==> src/rtl/pulse_sweep_sequencer.sv <==
// Linear delay sweep sequencer for the pulse generator.
// Steps del_out from start by step over a number of points. Each point is held
// for a fixed number of shots counted on period_end, after a settle window
// whose shots are discarded.
module pulse_sweep_sequencer #(
  parameter int unsigned DW = 16,
  parameter int unsigned PW = 12,
  parameter int unsigned SW = 16,
  parameter int unsigned TW = 8
) (
  input  logic          clk,
  input  logic          reset,
  input  logic          cfg_valid,
  output logic          cfg_ready,
  input  logic [DW-1:0] cfg_start,
  input  logic [DW-1:0] cfg_step,
  input  logic [PW-1:0] cfg_points,
  input  logic [SW-1:0] cfg_shots,
  input  logic [TW-1:0] cfg_settle,
  input  logic          period_end,
  input  logic          abort,
  output logic [DW-1:0] del_out,
  output logic          del_update,
  output logic          acq_en,
  output logic [PW-1:0] point_idx,
  output logic          point_done,
  output logic          busy,
  output logic          done,
  output logic          err
);

  localparam logic [2:0] IDLE   = 3'd0;
  localparam logic [2:0] LOAD   = 3'd1;
  localparam logic [2:0] SETTLE = 3'd2;
  localparam logic [2:0] ACQ    = 3'd3;
  localparam logic [2:0] STEP   = 3'd4;
  localparam logic [2:0] DONE   = 3'd5;

  logic [2:0]    state_q, state_d;
  logic [DW-1:0] start_q, start_d;
  logic [DW-1:0] step_q, step_d;
  logic [PW-1:0] points_q, points_d;
  logic [SW-1:0] shots_q, shots_d;
  logic [TW-1:0] settle_q, settle_d;
  logic [TW-1:0] settle_cnt_q, settle_cnt_d;
  logic [SW-1:0] shot_cnt_q, shot_cnt_d;

  logic [DW-1:0] del_d;
  logic [PW-1:0] idx_d;
  logic          err_d;
  logic          del_update_d, point_done_d, done_d;
  logic [DW:0]   sum;

  // Extra carry bit exposes step overflow.
  assign sum = {1'b0, del_out} + {1'b0, step_q};

  // Next-state and next-output decode; abort outranks everything outside IDLE.
  always_comb begin
    state_d      = state_q;
    start_d      = start_q;
    step_d       = step_q;
    points_d     = points_q;
    shots_d      = shots_q;
    settle_d     = settle_q;
    settle_cnt_d = settle_cnt_q;
    shot_cnt_d   = shot_cnt_q;
    del_d        = del_out;
    idx_d        = point_idx;
    err_d        = err;
    del_update_d = 1'b0;
    point_done_d = 1'b0;
    done_d       = 1'b0;

    if (state_q != IDLE && abort) begin
      state_d = IDLE;
    end else begin
      case (state_q)
        IDLE: begin
          if (cfg_valid && cfg_ready) begin
            start_d  = cfg_start;
            step_d   = cfg_step;
            points_d = cfg_points;
            shots_d  = cfg_shots;
            settle_d = cfg_settle;
            err_d    = 1'b0;
            state_d  = (cfg_points == '0 || cfg_shots == '0) ? DONE : LOAD;
          end
        end
        LOAD: begin
          del_d        = start_q;
          idx_d        = '0;
          del_update_d = 1'b1;
          settle_cnt_d = '0;
          shot_cnt_d   = '0;
          state_d      = SETTLE;
        end
        SETTLE: begin
          // A zero settle count leaves after a single cycle.
          if (settle_cnt_q == settle_q) begin
            state_d = ACQ;
          end else if (period_end) begin
            if (settle_cnt_q + TW'(1) == settle_q) state_d = ACQ;
            else settle_cnt_d = settle_cnt_q + TW'(1);
          end
        end
        ACQ: begin
          if (period_end) begin
            if (shot_cnt_q + SW'(1) == shots_q) begin
              point_done_d = 1'b1;
              state_d      = (point_idx == points_q - PW'(1)) ? DONE : STEP;
            end else begin
              shot_cnt_d = shot_cnt_q + SW'(1);
            end
          end
        end
        STEP: begin
          if (sum[DW]) begin
            del_d   = '1;
            err_d   = 1'b1;
            state_d = DONE;
          end else begin
            del_d        = sum[DW-1:0];
            idx_d        = point_idx + PW'(1);
            del_update_d = 1'b1;
            settle_cnt_d = '0;
            shot_cnt_d   = '0;
            state_d      = SETTLE;
          end
        end
        DONE: begin
          done_d  = 1'b1;
          state_d = IDLE;
        end
        default: state_d = IDLE;
      endcase
    end
  end

  // State, shadow configuration and registered outputs.
  always_ff @(posedge clk) begin
    if (!reset) begin
      state_q      <= IDLE;
      start_q      <= '0;
      step_q       <= '0;
      points_q     <= '0;
      shots_q      <= '0;
      settle_q     <= '0;
      settle_cnt_q <= '0;
      shot_cnt_q   <= '0;
      del_out      <= '0;
      point_idx    <= '0;
      err          <= 1'b0;
      del_update   <= 1'b0;
      point_done   <= 1'b0;
      done         <= 1'b0;
      acq_en       <= 1'b0;
      busy         <= 1'b0;
      cfg_ready    <= 1'b1;
    end else begin
      state_q      <= state_d;
      start_q      <= start_d;
      step_q       <= step_d;
      points_q     <= points_d;
      shots_q      <= shots_d;
      settle_q     <= settle_d;
      settle_cnt_q <= settle_cnt_d;
      shot_cnt_q   <= shot_cnt_d;
      del_out      <= del_d;
      point_idx    <= idx_d;
      err          <= err_d;
      del_update   <= del_update_d;
      point_done   <= point_done_d;
      done         <= done_d;
      acq_en       <= (state_d == ACQ);
      busy         <= (state_d != IDLE);
      cfg_ready    <= (state_d == IDLE);
    end
  end

endmodule

==> config.mk <==
export PLATFORM = sky130hd
export DESIGN_NAME = pulse_sweep_sequencer
export DESIGN_NICKNAME = d
export VERILOG_FILES = /design/src/rtl/pulse_sweep_sequencer.sv
export SDC_FILE = /design/constraint.sdc
export NUM_CORES = 1
export LEC_CHECK = 0
export ABC_AREA = 1
export CAP_MARGIN = 20
export CORE_MARGIN = 2
export CORE_UTILIZATION = 35
export CTS_CLUSTER_SIZE = 20
export DETAILED_ROUTE_END_ITERATION = 6
export PLACE_DENSITY = 0.63
export REMOVE_ABC_BUFFERS = 1
export SETUP_SLACK_MARGIN = 0.1
export SLEW_MARGIN = 20
export SYNTH_ARGS = -nofsm -noshare
export SYNTH_HDL_FRONTEND = slang
export SYNTH_SLANG_ARGS = --single-unit
==> constraint.sdc <==
create_clock -name clk -period 7.3 [get_ports clk]
set_clock_uncertainty 0.15 [all_clocks]
set_input_delay 1.46 -clock clk [delete_from_list [all_inputs] [get_ports clk]]
set_output_delay 1.46 -clock clk [all_outputs]
set_load 0.02 [all_outputs]
### Word level (Yosys, flattened, before mapping)

Index checks and enable logic that the tools add are counted.

* add/subtract/negate cells: 5
* muxes and demuxes: 31
* bitwise logic cells: 4
* multipliers: 0
* $lt $le $gt $ge: 0
* reduce and logical (&&, ||, !) cells: 21
* shift-type cells: 0
* equality and inequality tests: 18
* div/mod/pow operators: 0

Operators with widths (number)
* $mux 16: 4
* $pmux 16 s3: 1
* $mux 8: 4
* $pmux 16 s2: 1
* $mux 3: 9
* $pmux 12 s2: 1
* $pmux 8 s3: 1
* $add 16x16->17: 1
* $add 16x1->16 const B: 1
* $eq 16x16->1: 1
* $eq 8x8->1: 2
* $logic_not 16->1: 1
* $ne 2x2->1 const B: 8
* $pmux 3 s5: 1
* $add 12x1->12 const B: 1
* $eq 12x12->1: 1
* $logic_not 12->1: 1
* $mux 12: 1
* $reduce_bool 3->1: 4
* $sub 12x1->12 const B: 1
* $eq 3x2->1 const B: 3
* $add 8x1->8 const B: 1
* $eq 3x3->1 const B: 2
* $logic_not 3->1: 2
* 14 further kinds: 26

* memories: 0
* ROM bits: 0
* register bits after elaboration: 130
* bits in latches: 0
* memory bits (writable): 0

### Depth between registers and ports, before layout

Gate-level depths: netlist of the first run.

* depth in word-level cells: 8
* depth in mapped cells: 18

### Worst setup path after synthesis of the first run

OpenSTA, ideal clock, no wires.

* path kind: register -> register
* from: register del_out[0]
* to: register shot_cnt_q[12]
* slack: 4.650 ns
* cell stages (with the launch flop): 15
* buffers on the path: 1
* data arrival time: 2.373 ns
* period minus slack after synthesis: 2.650 ns
* setup time: 0.127 ns
* cell sequence: dfxtp_1 ha_1 fa_1 nand2_1 nand3_1 o21ai_1 o21a_1 o21ai_4 nand3_2 a21oi_1 nor2_1 nand3_2 buf_6 o21ai_2 nor2_2

* word-level cells in the longest chain between the ends: 3

RTL lines
* start, declared: line 22 `output logic [DW-1:0] del_out,`
* start signal, assigned: line 168 `del_out <= del_d;`
* $add 16x16->17: line 55 `assign sum = {1'b0, del_out} + {1'b0, step_q};`
* $ne 2x2->1 (no line)
* $reduce_and 5->1 (no line)
* end signal, assigned: line 167 `shot_cnt_q <= shot_cnt_d;`
* end, declared: line 46 `logic [SW-1:0] shot_cnt_q, shot_cnt_d;`

No other way between the ends.
A chain may end at the register's enable or synchronous reset.

### Worst setup path after layout of the first run

* from: register del_out[0]
* to: register shot_cnt_q[15]

The elaborated chain is that of the path after synthesis.

==> metrics.md, run 1 <==
| Metric | Value |
|---|---|
| Outcome | `complete, no violations` |
| Hold Path Depth | `2` |
| Tot GR Track Use | `between 10% and 20%` |
| Reg-to-reg critical path startpoint | `del_out[0]` |
| Post-synthesis sequential element count | `130` |
| Htree depth | `4` |
| CP required | `about 7.4 ns` |
| DRT Pass-1 Iters | `5` |
| Worst-Margin Slew | `between 0.8 and 0.9 ns` |
| Tcrit/Tclk final | `48.0%` |
| Reg clk slew, reported paths | `0.06 ns` |
| CP Capture Type | `flop` |
| Arrival @ worst endpoint | `about 3.6 ns` |
| Footprint of the multi-input gates | `4000 sq um` |
| Peak VDD IR | `151 uV` |
| Clock Sinks | `130` |
| Non-Filler Instances | `1431` |
| Synthesized area | `7110 sq um` |
| Internal power | `1670 uW` |
| Max_slew headroom | `41.5%` |
| # port buffers | `107` |
| Largest cells by area after synthesis | `dfxtp_1 (37%), nand2_1 (14%), a21oi_1 (9.3%)` |
| Leak | `0.00357 uW` |
| Synth Warn # | `0` |
| Placed cell area | `8420 sq um` |
| Hold Vio Cnt, Final | `0` |
| Critical path startpoint category | `flop` |
| Power Total | `2700 uW` |
| Io pins | `108` |
| Start point of the worst min-delay path | `start_q[12]` |
| Critical path origin | `del_out[0]` |
| Kind of critical path | `reg2reg` |
| Fmax | `285 MHz` |
| Die Y-Extent | `~150 um` |
| WHS | `0.309 ns` |
| Die ar. | `21500 sq um` |
| Post-route cell area | `8950 sq um` |
| Root Driver | `clkbuf_16` |
| Synth async-reset ratio | `0%` |
| FILL cells | `2055` |
| Crit path time final | `3.50 ns` |
| R2R depth | `13` |
| DRC viols | `0` |
| Final TNS setup | `0 ns` |
| Initial core utilization | `about 35%` |
| Hold Buf Count CTS | `0` |
| CTS Buf Count | `17` |
| Primary FF master, synth | `dfxtp_1` |
| Peak fanout along the critical path | `31` |
| Setup violators final | `0` |
| Rows | `52` |
| Comb pwr share | `approximately 35%` |
| Reg2Reg Setup Slack | `3.80 ns` |
| Clk_lat worst skew | `0.43 ns` |
| Cell count after placement | `1401` |
| Initial antenna violation count | `0` |
| WL final | `19600 um` |
| DIE WIDTH | `146 um` |
| CTS tree | `yes` |
| Post-CTS Setup Bufs | `0` |
| Yosys cell types | `37` |
| Antenna Cells | `0` |
| Seq/Total Area, Yosys | `36.6%` |
| First-pass GRT wire length | `~32000 um` |
| Pin count of the biggest net entering global routing | `76` |
| Number of max-cap violations | `0` |
| Sequential share of power | `36.2%` |
| Antenna Nets Post-Route | `0` |
| # nets final | `1244` |
| Core area | `20100 sq um` |
| Number of global-route vias before repair | `approximately 6400` |
| Clock share of power | `29.3%` |
| Dpl hpwl | `14000 um` |
| Sequential Area | `2600 sq um` |
| Hold Crit Class | `reg2reg` |
| Psw | `1030 uW` |
| Cells after synthesis | `1053` |
| Drt wl/cell | `around 14 um` |
| Clk buf depth | `2` |
| Vias | `6988` |
| Max Slew Vio Count | `0` |
| RSZ-0062 raised after global routing | `false` |
| Share of layout cells above drive strength 1 | `6.03%` |
| Final GP Congestion | `0.887` |
| Post-cts resize count | `0` |
| Area Growth Syn to Fin | `26.0%` |
| Top cell type's share of synthesized area | `36.6%` |
| Number of synthesized flops with an enable pin | `0` |
| PwrDens | `301 nW/um^2` |
| Area leader, netlist | `dfxtp_1` |
| R2r endpoint | `shot_cnt_q[15]` |
| Switching share of power | `38.1%` |
| Synth Area per Inst | `6.75 sq um` |
| Grt ovf | `0` |
| 1st-iter DRT viols | `around 480` |
| Vias per inst | `4.88` |
| Worst Hold End | `start_q[12]` |
## metal layers
layer	GRT usage, %	share of wire, %	routed length, um	vias to the layer above
li1	-	-	-	3669
met4	6.41	1.6	316	0
met1	24.3	48	9450	3160
met3	3.25	4.2	813	23
met5	0	0	0	-
met2	30.2	46	9010	136
## critical path: stages, from the launching register on
cell and delay (ns):
dfxtp_1 0.35, ha_1 0.24, fa_1 0.40, nand2_1 0.08, nand3_1 0.06, o21ai_1 0.13
o21a_1 0.26, o21ai_4 0.10, nand3_2 0.11, a21oi_1 0.13, nor2_1 0.27, nand3_2 0.61
o21ai_2 0.38, nor2_2 0.05
## state kept, by name (all words and copies together), names as in the netlist
name and count:
acq_en 1, shot_cnt_q 16, del_update 1, point_done 1
del_out 16, point_idx 12, done 1, shots_q 16
settle_cnt_q 8, step_q 16, err 1, cfg_ready 1
busy 1, settle_q 8, points_q 12, state_q 3
start_q 16
## power groups by stage
| stage | combinational [uW] | sequential [uW] | clock, uW |
|---|---|---|---|
| after global placement | 916 | 987 | 0 |
| after global routing | 1070 | 996 | 837 |
| after CTS | 936 | 975 | 804 |
| final | 931 | 976 | 790 |
| after floorplan | 676 | 967 | 0 |
| after detailed placement | 932 | 988 | 0 |
## worst max-delay path by stage
stage	end	depth (start not counted)	slack [ns]
after floorplan	points_q[11]	4	2.49
after global placement	cfg_ready	11	3.50
after detailed placement	cfg_ready	11	3.45
after CTS	shot_cnt_q[15]	13	3.81
after global routing	shot_cnt_q[9]	13	3.53
final	shot_cnt_q[15]	13	3.80
## final cells by class
type	count	share of cell area, %
Clock buffer	20	4.99
Clock inverter	10	0.992
Inverter	97	4.07
Multi-Input combinational cell	791	44.6
Sequential cell	130	29.1
Timing Repair Buffer	113	12.5
Tap cell	270	3.77
## synth_stat cells, types with 2 or more instances
cell	n
nor4_1	7
nand2_1	273
o21ai_1	11
nand4_1	17
xnor2_1	13
o21bai_1	2
nor2_2	8
inv_2	2
nor2_4	2
o21ai_2	8
dfxtp_1	130
nor2_1	107
xor2_1	24
ha_1	20
nand2_2	6
nand3_2	4
buf_6	3
o221ai_1	10
a21o_1	2
inv_1	94
a211oi_1	2
clkbuf_1	31
nand3_1	56
nor3_1	13
a21oi_1	132
o21a_1	2
nand3b_1	2
o21ai_0	63
## through the flow
step | utilization (%) | worst slack, ns
6_report | 44.5 | 3.80
5_1_grt | 44.5 | 3.53
4_1_cts | 44.5 | 3.81
3_5_place_dp | 41.9 | 3.45
3_3_place_gp | 41.9 | 3.50
2_1_floorplan | - | 2.49
## kinds of logic after synthesis
family / Yosys count / synth area share [%]
DFF: 130 / 36.6
AOI/OAI and AO/OA: 236 / 18.1
adders and majority gates: 21 / 3.80
xor gates and xnor gates: 37 / 4.56
and+or+nand+nor: 497 / 29.6
buffers and inverters: 132 / 7.31
## cells in the final DEF, fill, tap and decap left out, types with 2 or more instances in the layout
cell type and n:
xor2_1 24, inv_1 93, a21o_1 2, clkinv_2 4, a211oi_1 2, nand3b_1 2, o21ai_0 63, inv_2 3
nand2_1 273, nor2_4 2, nand4_1 17, nor4_1 7, a21oi_1 132, o21ai_2 8, nand3_1 55, o21ai_1 11
clkbuf_1 2, nand3_2 4, clkinvlp_4 4, nor3_1 13, clkbuf_16 17, nor2_1 107, nor2_2 8, xnor2_1 13
o21a_1 2, clkdlybuf4s50_1 107, nand2_2 6, o21bai_1 2, buf_4 6, ha_1 20, dfxtp_1 130, o221ai_1 10
Power figures use the tool's default switching activity.
==> inputs of run 2 (changes only) <==
==> constraint.sdc (replaced) <==
create_clock -name clk -period 3.6 [get_ports clk]
set_clock_uncertainty 0.15 [all_clocks]
set_input_delay 0.72 -clock clk [delete_from_list [all_inputs] [get_ports clk]]
set_output_delay 0.72 -clock clk [all_outputs]
set_load 0.02 [all_outputs]
==> run 2 against run 1 <==
Against the previous run: die area stayed put; final area is 0.70% higher; power is 110% higher; core utilization is 0.31 points higher; sequential power is 100% higher; fmax is 18% higher; worst setup slack worse by 3.2 ns; worst hold slack worse by 0.0029 ns; combinational power is 110% higher; clock-buffer cell count is 1 lower; critical path depth is 2 higher; final cell count is 0.56% higher.
==> metrics.md, run 2 (synthesized netlist as in run 1, its figures left out) <==
| Metric | Value |
|---|---|
| Number of max-cap violations | `0` |
| Antenna Cells | `0` |
| Rows | `52` |
| Initial core utilization | `35.3%` |
| Core area | `20100 sq um` |
| DRT Pass-1 Iters | `5` |
| Post-route cell area | `9010 sq um` |
| CTS tree | `yes` |
| Leak | `roughly 0.0036 uW` |
| Number of global-route vias before repair | `6571` |
| # nets final | `between 1000 and 1500` |
| Grt ovf | `0` |
| Worst-Margin Slew | `0.727 ns` |
| PwrDens | `614 nW/um^2` |
| FILL cells | `2102` |
| Pin count of the biggest net entering global routing | `39` |
| CTS Buf Count | `17` |
| Vias per inst | `4.84` |
| R2R depth | `15` |
| Hold Crit Class | `reg2reg` |
| Root Driver | `clkbuf_16` |
| First-pass GRT wire length | `32300 um` |
| Hold Buf Count CTS | `0` |
| DIE WIDTH | `roughly 150 um` |
| Power Total | `5530 uW` |
| CP Capture Type | `flop` |
| Reg-to-reg critical path startpoint | `del_out[0]` |
| R2r endpoint | `shot_cnt_q[4]` |
| WHS | `0.306 ns` |
| Tot GR Track Use | `18.5%` |
| Max_slew headroom | `51.5%` |
| Post-cts resize count | `0` |
| # port buffers | `107` |
| Vias | `6961` |
| Fmax | `337 MHz` |
| Die ar. | `around 21000 sq um` |
| Final TNS setup | `0 ns` |
| Crit path time final | `2.97 ns` |
| Commonest non-fill, non-tap cell in the layout | `nand2_1` |
| Outcome | `complete, no violations` |
| Clk_lat worst skew | `roughly 0.42 ns` |
| CP required | `3.74 ns` |
| Placed cell area | `approximately 8500 sq um` |
| Most frequent cells in the layout | `nand2_1 (273), a21oi_1 (132), dfxtp_1 (130), nor2_1 (107), clkdlybuf4s50_1 (107)` |
| 1st-iter DRT viols | `around 360` |
| Initial antenna violation count | `0` |
| Arrival @ worst endpoint | `3.11 ns` |
| Kind of critical path | `reg2reg` |
| Antenna Nets Post-Route | `0` |
| Peak fanout along the critical path | `31` |
| Max Slew Vio Count | `0` |
| Reg clk slew, reported paths | `0.06 ns` |
| Final core occ | `44.8%` |
| Setup violators final | `0` |
| Post-CTS Setup Bufs | `0` |
| Hold Vio Cnt, Final | `0` |
| Final GP Congestion | `0.893` |
| Dpl hpwl | `14300 um` |
| Clk buf depth | `2` |
| Tcrit/Tclk final | `82.5%` |
| RSZ-0062 raised after global routing | `false` |
| Clock Sinks | `130` |
| Share of layout cells above drive strength 1 | `6.76%` |
| Area Growth Syn to Fin | `26.9%` |
| Drt wl/cell | `13.6 um` |
| Die Y-Extent | `146 um` |
| Reg2Reg Setup Slack | `0.63 ns` |
| Setup crit end | `shot_cnt_q[4]` |
| Peak VDD IR | `311 uV` |
| DRC viols | `0` |
| Critical path origin | `del_out[0]` |
| Htree depth | `4` |
| WL final | `19500 um` |
| Io pins | `108` |
| Critical path startpoint category | `flop` |
run 2: stage by stage:
stage / std cells / setup slack (ns)
6_report: 1439 / 0.630
5_1_grt: 1439 / 0.369
2_1_floorplan: 1018 / -0.470
4_1_cts: 1439 / 0.601
3_3_place_gp: 1407 / 0.672
3_5_place_dp: 1407 / 0.616
run 2: layer usage:
metal	part of all wire (%)	wire, um	global-route usage, %
met1	48	9380	24.5
met2	46	8950	30.5
met5	0	0	0
met4	1.0	204	3.93
met3	5.2	1010	4.97
run 2: report_power, final:
part,internal (uW),switching [uW],leakage (uW)
combinational,717,1200,0.00228
sequential,1730,246,0.00106
clock,966,669,0.000273
run 2: worst min-delay path by stage:
stage | from | to | slack (ns) | depth (start not counted)
2_1_floorplan | start_q[10] | start_q[10] | 0.28 | 2
3_3_place_gp | start_q[12] | start_q[12] | 0.29 | 2
3_5_place_dp | start_q[12] | start_q[12] | 0.30 | 2
4_1_cts | start_q[12] | start_q[12] | 0.30 | 2
5_1_grt | start_q[12] | start_q[12] | 0.32 | 2
6_report | start_q[12] | start_q[12] | 0.31 | 2
run 2: critical path, stage by stage, from the launching register on:
cell and delay, ns:
dfxtp_1 0.36, ha_1 0.20, fa_1 0.21, nand2_1 0.06, nand3_1 0.06, o21ai_1 0.10
o21a_1 0.25, o21ai_4 0.21, nand3_2 0.12, a21oi_1 0.30, nor2_1 0.17, nand3_2 0.08
buf_4 0.34, nand2_1 0.10, o21ai_1 0.09, nor2_1 0.05
run 2: final cells by class:
cell class / count / area, sq um / area share, %
clock buffers: 19 / 443 / 4.91
multi-input cells: 791 / 4000 / 44.3
flip-flops and latches: 130 / 2600 / 28.9
inverters: 97 / 364 / 4.04
repair buffers: 119 / 1160 / 12.9
well taps: 270 / 338 / 3.75
clock inverters: 13 / 110 / 1.22
